File: src/rtl/sr_drv_pkg.sv
// Shared types and helpers for the SR bank driver.
// Commands are packed {S,R}; SR_ILLEGAL must never reach the bank.
package sr_drv_pkg;

  typedef enum logic [2:0] {
    ST_IDLE,
    ST_DRIVE,
    ST_SETTLE,
    ST_CHECK,
    ST_REPORT
  } state_e;

  localparam logic [1:0] SR_HOLD    = 2'b00;
  localparam logic [1:0] SR_CLR     = 2'b01;
  localparam logic [1:0] SR_SET     = 2'b10;
  localparam logic [1:0] SR_ILLEGAL = 2'b11;

  function automatic int clog2_min1(input int n);
    return (n <= 2) ? 1 : $clog2(n);
  endfunction

  function automatic logic [1:0] sr_cmd(
    input logic t,
    input logic q
  );
    logic [1:0] c;
    c = SR_HOLD;
    unique case (1'b1)
      (t == q):   c = SR_HOLD;
      (t && !q):  c = SR_SET;
      (!t && q):  c = SR_CLR;
      default:    c = SR_HOLD;
    endcase
    return c;
  endfunction

endpackage

File: src/rtl/sr_bank_driver_if.sv
// Request and result handshakes of the SR bank driver.
// master = control logic, slave = driver.
interface sr_bank_driver_if #(
  parameter int WIDTH = 8,
  parameter int RW    = 1
);

  logic             req_valid;
  logic             req_ready;
  logic [WIDTH-1:0] req_target;
  logic             done_valid;
  logic             done_ready;
  logic             done_ok;
  logic [WIDTH-1:0] done_mismatch;
  logic [RW-1:0]    done_retries;

  modport master (
    output req_valid,
    output req_target,
    output done_ready,
    input  req_ready,
    input  done_valid,
    input  done_ok,
    input  done_mismatch,
    input  done_retries
  );

  modport slave (
    input  req_valid,
    input  req_target,
    input  done_ready,
    output req_ready,
    output done_valid,
    output done_ok,
    output done_mismatch,
    output done_retries
  );

endinterface

File: src/rtl/sr_cmd_encode.sv
// Maps (target, q_snap) to per-bit S/R commands.
// Only changing bits get a command; S and R are never both set.
module sr_cmd_encode
  import sr_drv_pkg::*;
#(
  parameter int WIDTH = 8
) (
  input  logic [WIDTH-1:0] target,
  input  logic [WIDTH-1:0] q_snap,
  output logic [WIDTH-1:0] s,
  output logic [WIDTH-1:0] r
);

  for (genvar i = 0; i < WIDTH; i++) begin : g_bit
    logic [1:0] cmd;
    assign cmd  = sr_cmd(target[i], q_snap[i]);
    // masking keeps the bank safe even from an illegal code
    assign s[i] = cmd[1] & ~cmd[0];
    assign r[i] = cmd[0] & ~cmd[1];
  end

endmodule

File: src/rtl/sr_bank_driver.sv
// Drives an SR flip-flop bank to a target pattern, then
// verifies readback with a bounded number of re-drives.
module sr_bank_driver
  import sr_drv_pkg::*;
#(
  parameter int WIDTH     = 8,
  parameter int SETTLE    = 2,
  parameter int MAX_RETRY = 1
) (
  input  logic             clk,
  input  logic             reset,
  sr_bank_driver_if.slave  bus,
  output logic [WIDTH-1:0] s,
  output logic [WIDTH-1:0] r,
  input  logic [WIDTH-1:0] q_in
);

  localparam int RW = clog2_min1(MAX_RETRY + 1);
  localparam int CW = clog2_min1(SETTLE + 1);
  localparam logic [RW-1:0] MAXR  = RW'(MAX_RETRY);
  localparam logic [CW-1:0] SLOAD = CW'(SETTLE - 1);

  state_e           state;
  state_e           state_n;
  logic [WIDTH-1:0] tgt;
  logic [WIDTH-1:0] tgt_sel;
  logic [WIDTH-1:0] s_enc;
  logic [WIDTH-1:0] r_enc;
  logic [CW-1:0]    cnt;
  logic [RW-1:0]    retries;
  logic             rdy;
  logic             match;
  logic             accept;
  logic             retry;
  logic             finish;
  logic             drive_go;

  logic             dv;
  logic             dok;
  logic [WIDTH-1:0] dmm;
  logic [RW-1:0]    drt;

  assign match   = (q_in == tgt);
  // the target is not registered yet on the accept edge
  assign tgt_sel = (state == ST_IDLE) ? bus.req_target : tgt;

  sr_cmd_encode #(
    .WIDTH (WIDTH)
  ) u_enc (
    .target (tgt_sel),
    .q_snap (q_in),
    .s      (s_enc),
    .r      (r_enc)
  );

  always_ff @(posedge clk or negedge reset) begin
    if (!reset) begin
      state <= ST_IDLE;
    end else begin
      state <= state_n;
    end
  end

  always_comb begin
    state_n = state;
    accept  = 1'b0;
    retry   = 1'b0;
    finish  = 1'b0;
    unique case (state)
      ST_IDLE: begin
        if (bus.req_valid && rdy) begin
          state_n = ST_DRIVE;
          accept  = 1'b1;
        end
      end
      ST_DRIVE: begin
        state_n = ST_SETTLE;
      end
      ST_SETTLE: begin
        if (cnt == '0) begin
          state_n = ST_CHECK;
        end
      end
      ST_CHECK: begin
        if (match) begin
          state_n = ST_REPORT;
          finish  = 1'b1;
        end else if (retries < MAXR) begin
          state_n = ST_DRIVE;
          retry   = 1'b1;
        end else begin
          state_n = ST_REPORT;
          finish  = 1'b1;
        end
      end
      ST_REPORT: begin
        if (bus.done_ready) begin
          state_n = ST_IDLE;
        end
      end
      default: begin
        state_n = ST_IDLE;
      end
    endcase
  end

  assign drive_go = accept | retry;

  always_ff @(posedge clk or negedge reset) begin
    if (!reset) begin
      s       <= '0;
      r       <= '0;
      rdy     <= 1'b0;
      tgt     <= '0;
      cnt     <= '0;
      retries <= '0;
    end else begin
      s   <= drive_go ? s_enc : '0;
      r   <= drive_go ? r_enc : '0;
      rdy <= (state_n == ST_IDLE);
      if (accept) begin
        tgt <= bus.req_target;
      end
      if (state == ST_DRIVE) begin
        cnt <= SLOAD;
      end else if (cnt != '0) begin
        cnt <= cnt - 1'b1;
      end
      if (accept) begin
        retries <= '0;
      end else if (retry) begin
        retries <= retries + 1'b1;
      end
    end
  end

  always_ff @(posedge clk or negedge reset) begin
    if (!reset) begin
      dv  <= 1'b0;
      dok <= 1'b0;
      dmm <= '0;
      drt <= '0;
    end else begin
      dv <= (state_n == ST_REPORT);
      if (finish) begin
        dok <= match;
        dmm <= q_in ^ tgt;
        drt <= retries;
      end
    end
  end

  assign bus.req_ready     = rdy;
  assign bus.done_valid    = dv;
  assign bus.done_ok       = dok;
  assign bus.done_mismatch = dmm;
  assign bus.done_retries  = drt;

  sr_exclusive_a: assert property (
    @(posedge clk) disable iff (!reset) ((s & r) == '0)
  );

endmodule

File: src/flat_wrapper.sv
// flat-port wrapper written by rule: the top's interface ports become plain ports
module sr_bank_driver_flat import sr_drv_pkg::*;
#(
  parameter int WIDTH     = 8,
  parameter int SETTLE    = 2,
  parameter int MAX_RETRY = 1
)
  (clk, reset, s, r, q_in, bus_req_valid, bus_req_target, bus_done_ready, bus_req_ready, bus_done_valid, bus_done_ok, bus_done_mismatch, bus_done_retries);
  sr_bank_driver_if #(.WIDTH(WIDTH), .RW((clog2_min1(MAX_RETRY + 1)))) bus_i ();
  input  logic clk;
  input  logic reset;
  output logic [WIDTH-1:0] s;
  output logic [WIDTH-1:0] r;
  input  logic [WIDTH-1:0] q_in;
  input wire logic [$bits(bus_i.req_valid)-1:0] bus_req_valid;
  input wire logic [$bits(bus_i.req_target)-1:0] bus_req_target;
  input wire logic [$bits(bus_i.done_ready)-1:0] bus_done_ready;
  output wire logic [$bits(bus_i.req_ready)-1:0] bus_req_ready;
  output wire logic [$bits(bus_i.done_valid)-1:0] bus_done_valid;
  output wire logic [$bits(bus_i.done_ok)-1:0] bus_done_ok;
  output wire logic [$bits(bus_i.done_mismatch)-1:0] bus_done_mismatch;
  output wire logic [$bits(bus_i.done_retries)-1:0] bus_done_retries;
  assign bus_i.req_valid = bus_req_valid;
  assign bus_i.req_target = bus_req_target;
  assign bus_i.done_ready = bus_done_ready;
  assign bus_req_ready = bus_i.req_ready;
  assign bus_done_valid = bus_i.done_valid;
  assign bus_done_ok = bus_i.done_ok;
  assign bus_done_mismatch = bus_i.done_mismatch;
  assign bus_done_retries = bus_i.done_retries;
  sr_bank_driver #(.WIDTH(WIDTH), .SETTLE(SETTLE), .MAX_RETRY(MAX_RETRY)) u_core (.clk(clk), .reset(reset), .bus(bus_i), .s(s), .r(r), .q_in(q_in));
endmodule
File: config.mk
export PLATFORM = sky130hd
export DESIGN_NAME = sr_bank_driver_flat
export DESIGN_NICKNAME = d
export VERILOG_FILES = /design/src/rtl/sr_drv_pkg.sv /design/src/rtl/sr_bank_driver_if.sv /design/src/rtl/sr_cmd_encode.sv /design/src/rtl/sr_bank_driver.sv /design/src/flat_wrapper.sv
export SDC_FILE = /design/constraint.sdc
export NUM_CORES = 1
export LEC_CHECK = 0
export BUFFER_PORTS_ARGS = -buffer_cell sky130_fd_sc_hd__buf_2
export CELL_PAD_IN_SITES_DETAIL_PLACEMENT = 1
export CELL_PAD_IN_SITES_GLOBAL_PLACEMENT = 1
export CORE_MARGIN = 2
export CORE_UTILIZATION = 30
export CTS_CLUSTER_DIAMETER = 200
export CTS_CLUSTER_SIZE = 40
export DETAILED_ROUTE_END_ITERATION = 16
export PLACE_DENSITY = 0.6
export SYNTH_ARGS = -nofsm -noshare
export SYNTH_HDL_FRONTEND = slang
export SYNTH_SLANG_ARGS = --single-unit
export TNS_END_PERCENT = 50
File: constraint.sdc
create_clock -name clk -period 2.06 [get_ports clk]
set_input_delay 0.103 -clock clk [delete_from_list [all_inputs] [get_ports clk]]
set_output_delay 0.103 -clock clk [all_outputs]
set_load 0.1 [all_outputs]
==> metrics.cfg, run 1 <==
[status]
status = finished clean

[routing]
wl_per_cell_um = 14.5
routed_wl_um = 4390
drc = 0
drt-initial-drc-count = 46
vias_per_cell = 4.77
first_pass_iters = 4
vias = 1441
ant_nets = 0

[yosys]
syn_area_um2 = 1970
yosysWarnings = 0
synth_top_area_share_pct = 53.5
avgSynthCellArea_um2 = 12.0
synth-seq-cells = 42
netlist_top_cells_area = dfrtp_1 53%, mux2_2 4.6%, mux2i_1 4.1%
ys_types = 36
syn_inst = 164
synth.yosys.seq_area_share_pct = 53.5
synthesis.nets = 185
yosysTopAreaCell = dfrtp_1

[die]
dieWidth_um = 84.9
core_area_um2 = 6350
start_util_pct = 31.0
ios = 48
dieArea_um2 = 7220
fp.dieH_um = 84.9
rows = 29

[power]
power_density_nw_per_um2 = 1770
seqPwrFrac_pct = 30.7
p_int_mw = 2.00
combinationalPowerShare_pct = 56.4
finalPower_mw = 4.31
p_leak_nw = 1.12
power_switching_mw = 2.32
switching_share_pct = 53.7
power.share.clock_pct = 12.9
irDropWorstVdd_uv = 901

[worst_setup_path]
cp_cell_sequence = nor3_2 > buf_4 > nand3_4 > mux2_2
required_ps = 2240
cp_max_fo = 27
startpoint_type = flop
path_buf_inv = 1
critical_path_class = flop to flop
path_delay_family = simple AND/OR/NAND/NOR gates
cp_slowest_cell = dfrtp_1
max_stage_delay_ps = 450
cp-end-kind = flop
arrival_ps = 1910

[sta]
fin_crit_sh_pct = 84.0
tns_ps = 0
rsz0062_at_grt = no
setup_slack_ps = 330
worst_hold_slack_ps = 19.9
worstMarginPinSlew_ps = 489
finalMaxSlewViolations = 0
hold_viol = 0
fin_skew_ps = 7.17
finalSetupViolCount = 0
min_period_ps = 1730
slew_headroom_pct = 67.7
fmax_mhz = 578

[final_layout]
instances_no_fill = 302
drive_gt1_share_pct = 39.6
syn_to_final_growth_pct = 24.3
diodes = 0
fin_area_um2 = 2440
final_nets = 245
post-route-util_pct = 38.5

[grt]
busiest_layer = met2
grt_util_met2_pct = 21.1
grt-ovfl-total = 0
groute.layer.met3.usage_pct = 2.82
antenna_found_initial = 0
use_met1_pct = 17.7
grt_first_pass_wirelength_um = 7480
grt_max_degree = 28
track_usage_pct = 12.9
grt_pass1_vias = 1502

[cts]
clockBufferDepth = 2
clkTransAtPathRegs_ps = 80
cts_tree = built
cts_sinks = 42
cts.htree.levels = 2
clk_latency_ps = 290
cts_resized = 0
clock-root-buffer = clkbuf_8
cts_buffers = 5

[place]
place_ws_ps = 321
gp_congestion = 0.670
dpl-instance-area_um2 = 2280
io_buffers = 47
numPlacedInstances = 287
hpwl_um = 3180

[flow_run]
drv_cap = 0

[worst_hold_path]
hold_path.class = primary input to flop

[flip-flops by register name, indices dropped and copies added (netlist names), 2 cells and up]
signal,cells
u_core.state,3
u_core.cnt,2
u_core.bus.done_mismatch,8
u_core.r,8
u_core.s,8
u_core.tgt,8
[power groups by stage]
stage | Clock, mW | Combinational, mW | Sequential [mW]
detailed placement | 0 | 2.44 | 1.35
global placement | 0 | 2.42 | 1.33
global route | 0.612 | 2.61 | 1.37
CTS | 0.580 | 2.45 | 1.33
floorplan | 0 | 1.03 | 2.36
finish | 0.555 | 2.43 | 1.33
[worst paths after layout]
kind / from / to / slack (ps) / cells past startpoint
max in group asynchronous: reset / u_core.tgt[6] / 1250 / 3
setup reg to reg: u_core.state[0] / u_core.tgt[6] / 330 / 4
setup / recovery: u_core.state[0] / u_core.tgt[6] / 330 / 4
hold / removal: q_in[0] / u_core.s[0] / 20 / 2
min in group asynchronous: reset / u_core.s[0] / 280 / 2
hold reg to reg: u_core.bus.done_ok / u_core.bus.done_ok / 510 / 1
[cell usage in the layout, fill, tap and decap left out, types with 2 or more instances in the layout]
| master | count |
|---|---|
| buf_2 | 47 |
| dfrtp_1 | 42 |
| nand2_1 | 19 |
| o21ai_0 | 12 |
| xnor2_1 | 9 |
| mux2i_1 | 8 |
| mux2_2 | 8 |
| nor3_1 | 8 |
| a21oi_1 | 8 |
| a211oi_1 | 7 |
| a21oi_2 | 7 |
| dlygate4sd3_1 | 7 |
| clkbuf_8 | 6 |
| buf_4 | 5 |
| inv_1 | 3 |
| nor2_1 | 3 |
| nand4_2 | 2 |
| nand3b_1 | 2 |
| a21bo_2 | 2 |
[cell type report]
| cell class | count | area (µm²) |
|---|---|---|
| clock buffers | 6 | 82.6 |
| clock inverters | 2 | 12.5 |
| fillers | 706 | 3910 |
| inverters | 4 | 15.0 |
| multi-input cells | 111 | 823 |
| flip-flops and latches | 42 | 1050 |
| well taps | 77 | 96.3 |
| repair buffers | 60 | 363 |
[cell families (layout without fill, tap and decap cells)]
kind of cell	after synthesis	in the layout	synth area share (%)
AOI/OAI and AO/OA	44	44	16.6
xor gates and xnor gates	10	10	4.46
adders and majority gates	1	1	0.636
buffers and inverters	11	72	4.65
DFF	42	42	53.5
muxes	16	16	8.66
and+or+nand+nor	40	40	11.6
[worst register-to-register path, delay by kind of cell (launching register included)]
family        cells  cell delay, ps
flops             1             450
simple gates      2             540
buf+inv           1             230
mux               1             400
[cells in the mapped netlist, drive strengths merged]
cell / count
a211oi: 8
a21bo: 2
a21boi: 1
a21oi: 16
a22o: 1
buf: 5
clkbuf: 2
dfrtp: 42
ha: 1
inv: 4
mux2: 8
mux2i: 8
nand2: 19
nand2b: 1
nand3: 2
nand3b: 2
nand4: 2
nor2: 4
nor3: 9
o211a: 1
o211ai: 1
o21a: 1
o21ai: 12
o31ai: 1
or4b: 1
xnor2: 9
xor2: 1
[metal layers]
layer / vias to the layer above / wire length [µm]
li1: 703 / -
met1: 703 / 2110
met2: 30 / 2050
met3: 5 / 185
met4: 0 / 42
met5: - / 0
[what timing repair did]
item,in CTS,in global routing
hold buffers,7,0
buffers inserted,0,0
hold endpoints to repair,24,0
Power figures use the tool's default switching activity.
==> run 2, diff against run 1 <==
Settings changed: ABC_AREA set to 1, PLACE_DENSITY 0.6 to 0.64.
Clock period 2.06 ns to 1.7 ns, I/O delays scaled along.
==> run 2 against run 1 <==
Non-clock buffer count is 9 lower. Register-to-register slack worse by 140 ps. Hold slack better by 14 ps. Largest cell class unchanged.
==> metrics.cfg, run 2 <==
[status]
status = finished clean

[worst_setup_path]
cp-end-kind = flop
crit_start = u_core.tgt[7]
required_ps = 1870
cp_max_fo = 10
startpoint_type = flop
critical_path_class = flop to flop
rr_startpoint = u_core.tgt[7]
arrival_ps = 1680

[sta]
worstMarginPinSlew_ps = 749
finalSetupViolCount = 0
min_period_ps = 1500
fin_crit_sh_pct = 88.5
hold_viol = 0
rsz0062_at_grt = no
fin_skew_ps = 4.02
tns_ps = 0
fmax_mhz = 664
slew_headroom_pct = 50.0
finalMaxSlewViolations = 0

[cts]
clk_latency_ps = 290
clock-root-buffer = clkbuf_8
cts_sinks = 42
clockBufferDepth = 2
cts_tree = built
cts_buffers = 5
clkTransAtPathRegs_ps = 80
post-cts-setup-buffer-count = 0
cts.htree.levels = 2

[final_layout]
regArea_um2 = 1050
multi_input_comb_area_um2 = 668
drive_gt1_share_pct = 28.3
final_common_cell = nand2_1
syn_to_final_growth_pct = 23.6
fill_cells = 765
final_nets = 296
final_cell_mix = 74 x nand2_1, 47 x buf_2, 41 x dfrtp_1
diodes = 0

[yosys]
synth_xor_area_share_pct = 0.470
yosysTopAreaCell = dfrtp_1
synth_top_family_by_area = simple AND/OR/NAND/NOR gates
synth_compound_area_share_pct = 9.00
synthFlopType = dfrtp_1
synth_edf_count = 0
netlist_top_cells_area = dfrtp_1 56%, nand2_1 15%, inv_1 6.4%
syn_area_um2 = 1860
synth_mux_area_share_pct = 0
avgSynthCellArea_um2 = 8.47
synth_top_area_share_pct = 56.4
async_flop_share_pct = 100
synth-seq-cells = 42
syn_inst = 220
yosysWarnings = 0
synth_most_common_cell = nand2_1
synthTopCellsByCount = 74 x nand2_1, 42 x dfrtp_1, 32 x inv_1, 19 x nor2_1, 19 x o21ai_0
synth.yosys.seq_area_share_pct = 56.4
synth-adder-area-share_pct = 0.672
yosys.area_share.simple_pct = 25.7
ys_types = 22
synthesis.nets = 241

[grt]
antenna_found_initial = 0
grt_first_pass_wirelength_um = 7750
grt_max_degree = 34
track_usage_pct = 14.1
grt-ovfl-total = 0
grt_pass1_vias = 1656

[place]
hpwl_um = 3300
gp_congestion = 0.777
io_buffers = 47

[die]
core_area_um2 = 5960
dieWidth_um = 82.8
ios = 48
rows = 28
fp.dieH_um = 82.8
dieArea_um2 = 6860
start_util_pct = 31.3

[routing]
drc = 0
first_pass_iters = 4
wl_per_cell_um = 12.8
drt-initial-drc-count = 72
vias = 1550
vias_per_cell = 4.42
routed_wl_um = 4500
ant_nets = 0

[flow_run]
drv_cap = 0

[worst_hold_path]
holdCritStartpoint = q_in[6]
hold_path.class = primary input to flop

==> run 2: cell count changes after synthesis, sizes merged, moves of 2 or more <==
| cell | previous run | this run |
|---|---|---|
| a21oi | 16 | 0 |
| inv | 4 | 33 |
| mux2i | 8 | 0 |
| mux2 | 8 | 0 |
| nor2 | 4 | 22 |
| a21bo | 2 | 0 |
| buf | 5 | 2 |
| o21ai | 12 | 29 |
| nor3 | 9 | 1 |
| nand2 | 19 | 82 |
| xnor2 | 9 | 0 |
| a211oi | 8 | 0 |
==> run 2: what timing repair did <==
action | in CTS | in global routing
setup endpoints to repair | 0 | 1
hold endpoints to repair | 31 | 0
hold buffers | 1 | 0
resized for setup | 0 | 1
==> run 2: layer usage <==
| metal | track usage (%) | up-vias | part of all wire [%] |
|---|---|---|---|
| met5 | 0 | - | 0 |
| met4 | 6.11 | 0 | 1.5 |
| met3 | 3.38 | 7 | 3.6 |
| met2 | 23.5 | 26 | 49 |
| met1 | 17.3 | 740 | 46 |
| li1 | - | 777 | - |
==> run 2: cell type report <==
type,count,area share [%]
Clock buffer,6,3.59
Sequential cell,42,45.7
Timing Repair Buffer,51,11.6
Clock inverter,2,0.543
Inverter,33,5.49
Tap cell,75,4.07
Multi-Input combinational cell,142,29.0
==> run 2: worst paths after layout <==
check | slack [ps] | cells after the start | end
setup / recovery | 200 | 10 | u_core.state[0]
hold / removal | 30 | 3 | u_core.r[6]
setup reg to reg | 200 | 10 | u_core.state[0]
hold reg to reg | 490 | 2 | u_core.bus.done_mismatch[4]
max in group asynchronous | 710 | 3 | u_core.r[0]
min in group asynchronous | 400 | 2 | u_core.s[1]
==> run 2: cell families after synthesis <==
kind of cell	count (synthesis)
AOI/OAI and AO/OA	29
xor gates and xnor gates	1
adders and majority gates	1
buffers and inverters	36
DFF	42
and+or+nand+nor	111
==> run 2: critical path, cell delays in order (launching register included) <==
cell     delay, ps
dfrtp_1        420
inv_1           60
nand2_1         40
nand2_1         80
nand2_1         80
nor2_2         150
nand2_2         90
nand2_2        100
nand2_4        110
inv_4          140
o21ai_0        110
==> run 2: metrics by stage <==
stage	util [%]	hold WS, ps	cell area, µm²	setup slack (ps)	instances
after floorplan	-	-211	1860	250	220
after global placement	36.9	205	2200	214	342
after detailed placement	36.9	206	2200	123	342
after CTS	38.6	23.5	2300	102	351
after global routing	38.7	43.7	2300	39.2	351
final	38.7	34.1	2300	195	351
Power of run 2 is left out: the tool's default activity adds up to more than one toggle a clock period on the data nets, which glitch-free logic cannot reach.
